### config.mk
export PLATFORM = sky130hd
export DESIGN_NAME = lowampa_trigger_capture_flat
export DESIGN_NICKNAME = d
export VERILOG_FILES = /design/src/rtl/lowampa_trigger_capture_if.sv /design/src/rtl/lowampa_trigger_capture.sv /design/src/flat_wrapper.sv
export SDC_FILE = /design/constraint.sdc
export NUM_CORES = 2
export LEC_CHECK = 0
export BUFFER_PORTS_ARGS = -buffer_cell sky130_fd_sc_hd__buf_2
export CAP_MARGIN = 10
export CORE_MARGIN = 5
export CORE_UTILIZATION = 50
export CTS_CLUSTER_SIZE = 40
export DETAILED_ROUTE_END_ITERATION = 8
export PLACE_DENSITY_LB_ADDON = 0.05
export REMOVE_ABC_BUFFERS = 1
export SLEW_MARGIN = 20
export SYNTH_ARGS = -nofsm -noshare
export SYNTH_HDL_FRONTEND = slang
export SYNTH_SLANG_ARGS = --single-unit
export TNS_END_PERCENT = 20
### constraint.sdc
create_clock -name aclk -period 13.2 [get_ports aclk]
set_input_delay 1.98 -clock aclk [delete_from_list [all_inputs] [get_ports aclk]]
set_output_delay 1.98 -clock aclk [all_outputs]
set_load 0.01 [all_outputs]
### src/rtl/lowampa_trigger_capture_if.sv
// AXI4-Stream beat bundle used for the capture input and the replay output.
// The slave side has no tlast because the capture stage does not use it.
interface lowampa_trigger_capture_if;
   logic [63:0] tdata;
   logic        tvalid;
   logic        tready;
   logic        tlast;

   modport master (output tdata, output tvalid, output tlast, input tready);
   modport slave  (input tdata, input tvalid, output tready);
endinterface

### src/rtl/lowampa_trigger_capture.sv
// Threshold-triggered snapshot of the packed 4x12-bit stream with in-order replay.
// Build option LOWAMPA_TRIG_AUTOREARM_EN: HOLDOFF re-enters FILL instead of IDLE.
module lowampa_trigger_capture #(
   parameter int NPRE    = 16,
   parameter int NPOST   = 48,
   parameter int HOLDOFF = 256
) (
   input  logic                      aclk,
   input  logic                      areset,
   lowampa_trigger_capture_if.slave  s_axis,
   lowampa_trigger_capture_if.master m_axis,
   input  logic [11:0]               thresh_i,
   input  logic                      arm_i,
   output logic                      trig_o,
   output logic                      busy_o
);
   localparam int DEPTH = NPRE + NPOST;
   localparam int AW    = $clog2(DEPTH);
   localparam int IW    = AW + 1;
   localparam int MAXC  = (DEPTH > HOLDOFF) ? DEPTH : HOLDOFF;
   localparam int CW    = $clog2(MAXC + 1);

   localparam logic [CW-1:0] NPRE_LAST  = CW'(NPRE - 1);
   localparam logic [CW-1:0] NPOST_LAST = CW'(NPOST - 1);
   localparam logic [CW-1:0] HOLD_LAST  = CW'((HOLDOFF > 0) ? HOLDOFF - 1 : 0);
   localparam logic [IW-1:0] ISS_TOTAL  = IW'(DEPTH);
   localparam logic [IW-1:0] ISS_LAST   = IW'(DEPTH - 1);

   typedef enum logic [2:0] {
      ST_IDLE,
      ST_FILL,
      ST_ARMED,
      ST_POST,
      ST_READ,
      ST_HOLD
   } state_t;

`ifdef LOWAMPA_TRIG_AUTOREARM_EN
   localparam state_t REARM_ST = ST_FILL;
`else
   localparam state_t REARM_ST = ST_IDLE;
`endif

   state_t          state_q, state_d;
   logic [AW-1:0]   wp_q, wp_d;
   logic [AW-1:0]   rp_q, rp_d;
   logic [CW-1:0]   cnt_q, cnt_d;
   logic [IW-1:0]   iss_q, iss_d;
   logic            trig_q, trig_d;
   logic            busy_q;

   logic [63:0]     mem [DEPTH];
   logic [63:0]     rd_data_q;
   logic            rd_vld_q, rd_last_q;

   logic [63:0]     skid0_q, skid0_d, skid1_q, skid1_d;
   logic            skid0_last_q, skid0_last_d, skid1_last_q, skid1_last_d;
   logic [1:0]      skid_cnt_q, skid_cnt_d;

   logic [63:0]     out_data_q, out_data_d;
   logic            out_vld_q, out_vld_d;
   logic            out_last_q, out_last_d;

   logic [3:0]      lane_hit;
   logic            beat_hit;
   logic            wr_en;
   logic            rd_en;
   logic            out_free;
   logic            last_hs;
   logic            push;
   logic [2:0]      occ;

   genvar gi;
   generate
      for (gi = 0; gi < 4; gi++) begin : g_lane
         logic [12:0] ext;
         logic [12:0] mag;
         assign ext           = {s_axis.tdata[16*gi+15], s_axis.tdata[16*gi+4 +: 12]};
         assign mag           = ext[12] ? (13'd0 - ext) : ext;
         assign lane_hit[gi]  = (mag > {1'b0, thresh_i});
      end
   endgenerate

   assign beat_hit = |lane_hit;

   assign out_free = !out_vld_q || m_axis.tready;
   assign last_hs  = out_vld_q && m_axis.tready && out_last_q;
   // Occupancy of read register, skid and output; capped at 3 so an in-flight read always lands.
   assign occ      = {2'b00, rd_vld_q} + {1'b0, skid_cnt_q} + {2'b00, out_vld_q};
   assign rd_en    = (state_q == ST_READ) && (iss_q != ISS_TOTAL) && (occ < 3'd3);

   always_comb begin
      state_d = state_q;
      wp_d    = wp_q;
      rp_d    = rp_q;
      cnt_d   = cnt_q;
      iss_d   = iss_q;
      trig_d  = 1'b0;
      wr_en   = 1'b0;
      case (state_q)
         ST_IDLE: begin
            if (arm_i) begin
               state_d = ST_FILL;
               wp_d    = '0;
               cnt_d   = '0;
            end
         end
         ST_FILL: begin
            if (s_axis.tvalid) begin
               wr_en = 1'b1;
               wp_d  = wp_q + AW'(1);
               cnt_d = cnt_q + CW'(1);
               if (cnt_q == NPRE_LAST) begin
                  state_d = ST_ARMED;
                  cnt_d   = '0;
               end
            end
         end
         ST_ARMED: begin
            if (s_axis.tvalid) begin
               wr_en = 1'b1;
               wp_d  = wp_q + AW'(1);
               if (beat_hit) begin
                  trig_d = 1'b1;
                  cnt_d  = CW'(1);
                  if (NPOST == 1) begin
                     state_d = ST_READ;
                     rp_d    = wp_q + AW'(1);
                     iss_d   = '0;
                  end else begin
                     state_d = ST_POST;
                  end
               end
            end
         end
         ST_POST: begin
            if (s_axis.tvalid) begin
               wr_en = 1'b1;
               wp_d  = wp_q + AW'(1);
               cnt_d = cnt_q + CW'(1);
               if (cnt_q == NPOST_LAST) begin
                  // The ring is full: the slot after the last write holds the oldest beat.
                  state_d = ST_READ;
                  rp_d    = wp_q + AW'(1);
                  iss_d   = '0;
               end
            end
         end
         ST_READ: begin
            if (rd_en) begin
               rp_d  = rp_q + AW'(1);
               iss_d = iss_q + IW'(1);
            end
            if (last_hs) begin
               cnt_d = '0;
               wp_d  = '0;
               state_d = (HOLDOFF == 0) ? REARM_ST : ST_HOLD;
            end
         end
         ST_HOLD: begin
            if (s_axis.tvalid) begin
               cnt_d = cnt_q + CW'(1);
               if (cnt_q == HOLD_LAST) begin
                  state_d = REARM_ST;
                  cnt_d   = '0;
                  wp_d    = '0;
               end
            end
         end
         default: state_d = ST_IDLE;
      endcase
   end

   // Output register fed first from the skid, then straight from the RAM read register.
   always_comb begin
      skid0_d      = skid0_q;
      skid0_last_d = skid0_last_q;
      skid1_d      = skid1_q;
      skid1_last_d = skid1_last_q;
      skid_cnt_d   = skid_cnt_q;
      out_data_d   = out_data_q;
      out_vld_d    = out_vld_q;
      out_last_d   = out_last_q;
      push         = rd_vld_q;
      if (out_free) begin
         if (skid_cnt_q != 2'd0) begin
            out_data_d   = skid0_q;
            out_last_d   = skid0_last_q;
            out_vld_d    = 1'b1;
            skid0_d      = skid1_q;
            skid0_last_d = skid1_last_q;
            skid_cnt_d   = skid_cnt_q - 2'd1;
         end else if (rd_vld_q) begin
            out_data_d = rd_data_q;
            out_last_d = rd_last_q;
            out_vld_d  = 1'b1;
            push       = 1'b0;
         end else begin
            out_vld_d  = 1'b0;
            out_last_d = 1'b0;
         end
      end
      if (push) begin
         if (skid_cnt_d == 2'd0) begin
            skid0_d      = rd_data_q;
            skid0_last_d = rd_last_q;
         end else begin
            skid1_d      = rd_data_q;
            skid1_last_d = rd_last_q;
         end
         skid_cnt_d = skid_cnt_d + 2'd1;
      end
   end

   always_ff @(posedge aclk or posedge areset) begin
      if (areset) begin
         state_q      <= ST_IDLE;
         wp_q         <= '0;
         rp_q         <= '0;
         cnt_q        <= '0;
         iss_q        <= '0;
         trig_q       <= 1'b0;
         busy_q       <= 1'b0;
         rd_vld_q     <= 1'b0;
         rd_last_q    <= 1'b0;
         skid0_q      <= '0;
         skid0_last_q <= 1'b0;
         skid1_q      <= '0;
         skid1_last_q <= 1'b0;
         skid_cnt_q   <= '0;
         out_data_q   <= '0;
         out_vld_q    <= 1'b0;
         out_last_q   <= 1'b0;
      end else begin
         state_q      <= state_d;
         wp_q         <= wp_d;
         rp_q         <= rp_d;
         cnt_q        <= cnt_d;
         iss_q        <= iss_d;
         trig_q       <= trig_d;
         busy_q       <= (state_d != ST_IDLE);
         rd_vld_q     <= rd_en;
         rd_last_q    <= rd_en && (iss_q == ISS_LAST);
         skid0_q      <= skid0_d;
         skid0_last_q <= skid0_last_d;
         skid1_q      <= skid1_d;
         skid1_last_q <= skid1_last_d;
         skid_cnt_q   <= skid_cnt_d;
         out_data_q   <= out_data_d;
         out_vld_q    <= out_vld_d;
         out_last_q   <= out_last_d;
      end
   end

   always_ff @(posedge aclk) begin
      if (wr_en) begin
         mem[wp_q] <= s_axis.tdata;
      end
      if (rd_en) begin
         rd_data_q <= mem[rp_q];
      end
   end

   assign s_axis.tready = 1'b1;
   assign m_axis.tdata  = out_data_q;
   assign m_axis.tvalid = out_vld_q;
   assign m_axis.tlast  = out_last_q;
   assign trig_o        = trig_q;
   assign busy_o        = busy_q;
endmodule
### src/flat_wrapper.sv
// flat-port wrapper written by rule: the top's interface ports become plain ports
module lowampa_trigger_capture_flat 
#(
   parameter int NPRE    = 16,
   parameter int NPOST   = 48,
   parameter int HOLDOFF = 256
)
  (aclk, areset, thresh_i, arm_i, trig_o, busy_o, s_axis_tdata, s_axis_tvalid, s_axis_tready, m_axis_tdata, m_axis_tvalid, m_axis_tlast, m_axis_tready);
  lowampa_trigger_capture_if s_axis_i ();
  lowampa_trigger_capture_if m_axis_i ();
  input  logic aclk;
  input  logic areset;
  input  logic [11:0] thresh_i;
  input  logic arm_i;
  output logic trig_o;
  output logic busy_o;
  input wire logic [$bits(s_axis_i.tdata)-1:0] s_axis_tdata;
  input wire logic [$bits(s_axis_i.tvalid)-1:0] s_axis_tvalid;
  output wire logic [$bits(s_axis_i.tready)-1:0] s_axis_tready;
  output wire logic [$bits(m_axis_i.tdata)-1:0] m_axis_tdata;
  output wire logic [$bits(m_axis_i.tvalid)-1:0] m_axis_tvalid;
  output wire logic [$bits(m_axis_i.tlast)-1:0] m_axis_tlast;
  input wire logic [$bits(m_axis_i.tready)-1:0] m_axis_tready;
  assign s_axis_i.tdata = s_axis_tdata;
  assign s_axis_i.tvalid = s_axis_tvalid;
  assign s_axis_tready = s_axis_i.tready;
  assign m_axis_tdata = m_axis_i.tdata;
  assign m_axis_tvalid = m_axis_i.tvalid;
  assign m_axis_tlast = m_axis_i.tlast;
  assign m_axis_i.tready = m_axis_tready;
  lowampa_trigger_capture #(.NPRE(NPRE), .NPOST(NPOST), .HOLDOFF(HOLDOFF)) u_core (.aclk(aclk), .areset(areset), .s_axis(s_axis_i), .m_axis(m_axis_i), .thresh_i(thresh_i), .arm_i(arm_i), .trig_o(trig_o), .busy_o(busy_o));
endmodule
# == Word-level counts from Yosys, hierarchy flattened ==
# Memory sizes are Yosys's and may differ from the RTL's. A register that Yosys moved wholly into a read port is not among the register bits.
# Cells that the tools add are included.
# totals
register_bits,233
ram_bits,4096
input_bits,81
output_inout_bits,69
word_cells,144
n_memories,1
# op_classes
n_addsub,12
n_lt_le_gt_ge,5
n_eq_ne,21
mux,65
bitwise_logic,1
reduce_logical,22
# mem_list
name,words,width,read_ports,rd_clocked_by_memory_dff,wr,line_no,rtl
u_core.mem,64,64,1,1,1,lowampa_trigger_capture.sv:52,logic [63:0] mem [DEPTH];
# ops
cell,n
2-to-1 mux 64 bit,6
2-to-1 mux 9 bit,9
case mux 9 bit (6 select lines),1
> comparator 13 x 12 -> 1 bit,4
2-to-1 mux 13 bit,4
"subtractor 1 x 12 -> 13 bit, first input constant",4
2-to-1 mux 6 bit,8
2-to-1 mux 3 bit,10
case mux 6 bit (4 select lines),1
2-to-1 mux 7 bit,3
case mux 3 bit (6 select lines),1
2-to-1 mux 1 bit,17
case mux 7 bit (2 select lines),1
"adder 6 x 1 -> 6 bit, second input constant",2
"inequality test 2 x 1 -> 1 bit, second input constant",6
case mux 6 bit (2 select lines),1
"inequality test 2 bit, second input constant",5
"adder 9 x 1 -> 9 bit, second input constant",1
"== test 9 x 4 -> 1 bit, second input constant",1
"== test 9 x 6 -> 1 bit, second input constant",1
"== test 9 x 8 -> 1 bit, second input constant",1
AND reduction 8 bit,1
"adder 7 x 1 -> 7 bit, second input constant",1
"== test 7 x 6 -> 1 bit, second input constant",1
other kinds (25),36

# == Longest topological paths before layout ==
# logic_depth
word_depth,8
depth_mapped,14
ltp_nobuf,13

# == Least setup slack after synthesis ==
# OpenSTA, ideal clock, no wires.
# synth_path
path_type,input to register
from,input port s_axis_tvalid
to,memory u_core.mem[51][0] (enable)
setup_ns,0.487
arrival_time_ns,5.526
required_ns,12.713
slack_ns,7.188
stages,5
n_path_buf,1
path_cell_list,nand2b_1 buf_1 nor2_1 nand4b_1 nor2_1
# synth_between
elab_chain_cells,4
# synth_lines
element,line_no,rtl
"start, declared",flat_wrapper.sv:18,input wire logic [$bits(s_axis_i.tvalid)-1:0] s_axis_tvalid;
2-to-1 mux 1 bit,"lowampa_trigger_capture.sv:109, lowampa_trigger_capture.sv:120, lowampa_trigger_capture.sv:137",
2-to-1 mux 1 bit,-,
2-to-1 mux 1 bit,lowampa_trigger_capture.sv:256,if (wr_en) begin
2-to-1 mux 1 bit (not written as such),lowampa_trigger_capture.sv:257,mem[wp_q] <= s_axis.tdata;
"end, declared",lowampa_trigger_capture.sv:52,
# Every way passes these cells.

# == Worst setup path in the final report ==
# layout_path
from,input port s_axis_tdata[8]
to,register u_core.state_q[0]
# layout_between
elab_chain_cells,7
# layout_lines
element,line_no,rtl
"start, declared",flat_wrapper.sv:17,input wire logic [$bits(s_axis_i.tdata)-1:0] s_axis_tdata;
subtractor 1 x 12 -> 13 bit,lowampa_trigger_capture.sv:79,assign mag = ext[12] ? (13'd0 - ext) : ext;
2-to-1 mux 13 bit (*),lowampa_trigger_capture.sv:79,
> comparator 13 x 12 -> 1 bit (*),lowampa_trigger_capture.sv:80,"assign lane_hit[gi] = (mag > {1'b0, thresh_i});"
OR reduction 4 bit (*),lowampa_trigger_capture.sv:84,assign beat_hit = |lane_hit;
2-to-1 mux 3 bit (*),lowampa_trigger_capture.sv:123,if (beat_hit) begin
2-to-1 mux 3 bit (*),lowampa_trigger_capture.sv:120,if (s_axis.tvalid) begin
case mux 3 bit (6 select lines) (*),lowampa_trigger_capture.sv:100,case (state_q)
named net u_core.state_d[0],lowampa_trigger_capture.sv:44,"state_t state_q, state_d;"
"end signal, assigned",lowampa_trigger_capture.sv:235,state_q <= state_d;
"end, declared",lowampa_trigger_capture.sv:44,
# The timed path passes the listed nets; every way through them passes the cells marked *.
# A chain may end at the register's enable or synchronous reset.

==> flow_summary.yaml <==
logic_synthesis:
  synth_top_area_share_pct: 73.6
  synth_cell_types: 59
  ys_ff_latch: 4393
  synth.most_common_cell: "edfxtp_1"
  synth_area_leaders: "edfxtp_1 (74%), mux4_2 (17%), dfrtp_1 (3.4%), mux2i_1 (0.99%), clkbuf_1 (0.48%)"
  synth_area_per_cell_sq_um: 23.0
  async_flop_share_pct: 5.30
  yosysSeqAreaShare_pct: 77.1
  netlist_top_cells_count: "edfxtp_1 (4160), mux4_2 (1244), dfrtp_1 (233), clkbuf_1 (215), nor2_1 (171)"
  syn_area_sq_um: 170000
  synth_edf_count: 4160
  netlist_instances: 7376
  synth_flop_cell: "edfxtp_1"
  yosysTopAreaCell: "edfxtp_1"
  yosys_warnings: 0
timing:
  layout_min_cycle_time_ps: 5030
  whs_ps: 473
  grt_setup_unrepaired: "no"
  finalHoldViolations: 0
  setup_ws_ps: 8170
  slew_headroom_pct: 27.1
  finalSetupViolCount: 0
  max_freq_mhz: 199
  slew_viol_final: 0
  fin_crit_sh_pct: 38.1
  fin_skew_ps: 63.4
  tightestPinTransition_ps: 1090
clock_network:
  cts_tree: "done"
  path_clk_slew_ps: 60
  post_cts_buffers: 0
  worstSkewPairLatency_ps: 990
  cts-root-buf: "clkbuf_16"
  clkSinkCount: 4393
  htree_levels: 5
  clockBufferDepth: 4
  cts_buffers: 453
  post_cts_resized: 0
  postCtsHoldBufs: 0
floorplan:
  dieHeight_um: 592
  die_w_um: 592
  dieArea_sq_um: 351000
  ios: 150
  core_area_sq_um: 337000
  start_util_pct: 50.3
  rows: 213
route:
  via_per_inst: 6.39
  post-route-drc-count: 0
  antenna_left: 0
  dr.pass1.iters: 6
  num_vias: 81500
  routed_wl_um: 470000
  avgRoutedWirePerCell_um: 36.9
  drt-initial-drc-count: 9700
status:
  status: "complete, no violations"
place:
  place_hpwl_um: 269000
  place_area_sq_um: 177000
  place.gp.congestion: 0.808
  numPortBuffers: 148
  dp_slack_ps: 7160
  place_inst: 11900
final_layout:
  seq_area_sq_um: 131000
  area_growth_pct: 13.0
  final_util_pct: 56.8
  fin_nets: 7995
  final_area_sq_um: 192000
  multi_input_area_sq_um: 37500
  drive_gt1_share_pct: 30.0
  final_cells: 12800
  n_fill_cell: 25000
setup_path:
  crit_chain: "buf_2 -> buf_4 -> or4_1 -> nor4_1 -> nor2b_1 -> nand2_1 -> nand2_1 -> xnor2_1 -> ha_1 -> nand3_1 -> nor4_1 -> a21oi_1 -> a22o_1 -> nor4_2 -> buf_4 -> o21ai_0"
  cpPeakStageDelay_ps: 660
  cp.arrival_ps: 5830
  critPathSlowestCell: "or4_1"
  crit_family: "simple AND/OR/NAND/NOR gates"
  worstSetupPathType: "in -> reg"
  worstPathRequired_ps: 14000
  cp.buffers_inverters: 3
  crit_fanout: 23
  end_kind: "flip-flop"
  critPathLaunchType: "input port"
run:
  cap_violations: 0
min_path:
  hp-class: "reg -> reg"
global_routing:
  antenna_found_initial: 22
  grt_pass1_vias: 82400
  grt_pass1_wl_um: 659000
  grt_max_degree: 128
  grtUsageTotal_pct: 26.8
  gr-total-overflow: 0
power:
  peakVddDrop_mv: 0.122
  leakage_nw: 60.0
  powerDensity_nw_per_um2: 152
## power breakdown
group | internal [mW] | switching [mW]
Sequential | 15.5 | 0.0672
Clock | 7.28 | 5.30
Combinational | 0.229 | 0.707
## layout by cell type, fill, tap and decap left out, types with 12 or more instances in the layout
master	n
edfxtp_1	4160
mux4_2	1244
clkbuf_16	460
buf_4	265
dfrtp_1	229
mux2i_1	167
nand2_1	161
buf_2	142
a21oi_1	134
clkbuf_1	120
nor2_1	105
o21ai_0	100
clkinv_1	81
clkinv_2	73
nor2_4	66
mux2_2	65
ha_1	61
a22oi_1	57
nor2b_1	46
a211oi_1	45
clkbuf_8	44
xnor2_1	40
a22o_1	38
bufinv_16	33
inv_1	30
a221o_1	28
nand3_1	27
buf_12	18
or3_1	16
o22ai_1	13
o31ai_1	12
## final cells by class
type	instances	area share (%)
Sequential cell	4393	68.2
Multi-Input combinational cell	2547	19.5
Clock buffer	624	6.55
Clock inverter	216	1.08
Inverter	31	0.0646
Tap cell	4515	2.95
Timing Repair Buffer	426	1.60
Antenna cell	2	0.00261
## cell families after synthesis
group                    count (synthesis)  synth area share (%)
flip-flops                            4393                  77.1
multiplexers                          1476                  17.9
AND/OR/NAND/NOR                        492                  1.33
AO/OA/AOI/OAI                          470                  1.80
buffers and inverters                  436                  1.16
adder cells (fa/ha/maj)                 62                 0.462
XOR/XNOR                                46                 0.237
other                                    1               0.00221
## worst min-delay path: stages, from the launching register on
cell	delay (ps)
dfrtp_1	340
nand2_1	40
o21ai_0	60
## flip-flops by register name, indices dropped and copies added (netlist names), 2 cells and up
signal	cells
u_core.m_axis.tdata	64
u_core.iss_q	7
u_core.mem	4096
u_core.wp_q	6
u_core.cnt_q	9
u_core.state_q	3
u_core.skid1_q	64
u_core.skid_cnt_q	2
u_core.rd_data_q	64
u_core.skid0_q	64
u_core.rp_q	6
## routing by layer
metal,global-route usage (%),part of all wire (%),up-vias
met5,0,0.013,-
met2,43.8,49,3246
li1,-,-,32300
met4,5.42,2.2,6
met3,3.78,6.6,511
met1,39.5,42,45400
## per-stage QoR
step | power [mW] | setup TNS [ps]
after global routing | 30.0 | 0
after global placement | 16.8 | 0
after floorplan | 16.2 | -1941090
after detailed placement | 16.8 | 0
final | 29.1 | 0
after CTS | 29.3 | 0
## final timing paths
path	startpoint	end	slack, ps	cells after the start
max	s_axis_tdata[8]	u_core.state_q[0]$_DFF_PP0_	8170	16
min	u_core.m_axis.tdata[3]$_DFFE_PP0P_	u_core.m_axis.tdata[3]$_DFFE_PP0P_	470	2
max reg2reg	u_core.rp_q[0]$_DFFE_PP0P_	u_core.rd_data_q[34]$_DFFE_PP_	8180	7
min reg2reg	u_core.m_axis.tdata[3]$_DFFE_PP0P_	u_core.m_axis.tdata[3]$_DFFE_PP0P_	470	2
max in group asynchronous	areset	u_core.skid0_q[9]$_DFF_PP0_	10130	4
min in group asynchronous	areset	u_core.skid1_q[27]$_DFFE_PP0P_	1090	2
No activity file was read; power rests on OpenSTA's default activity.
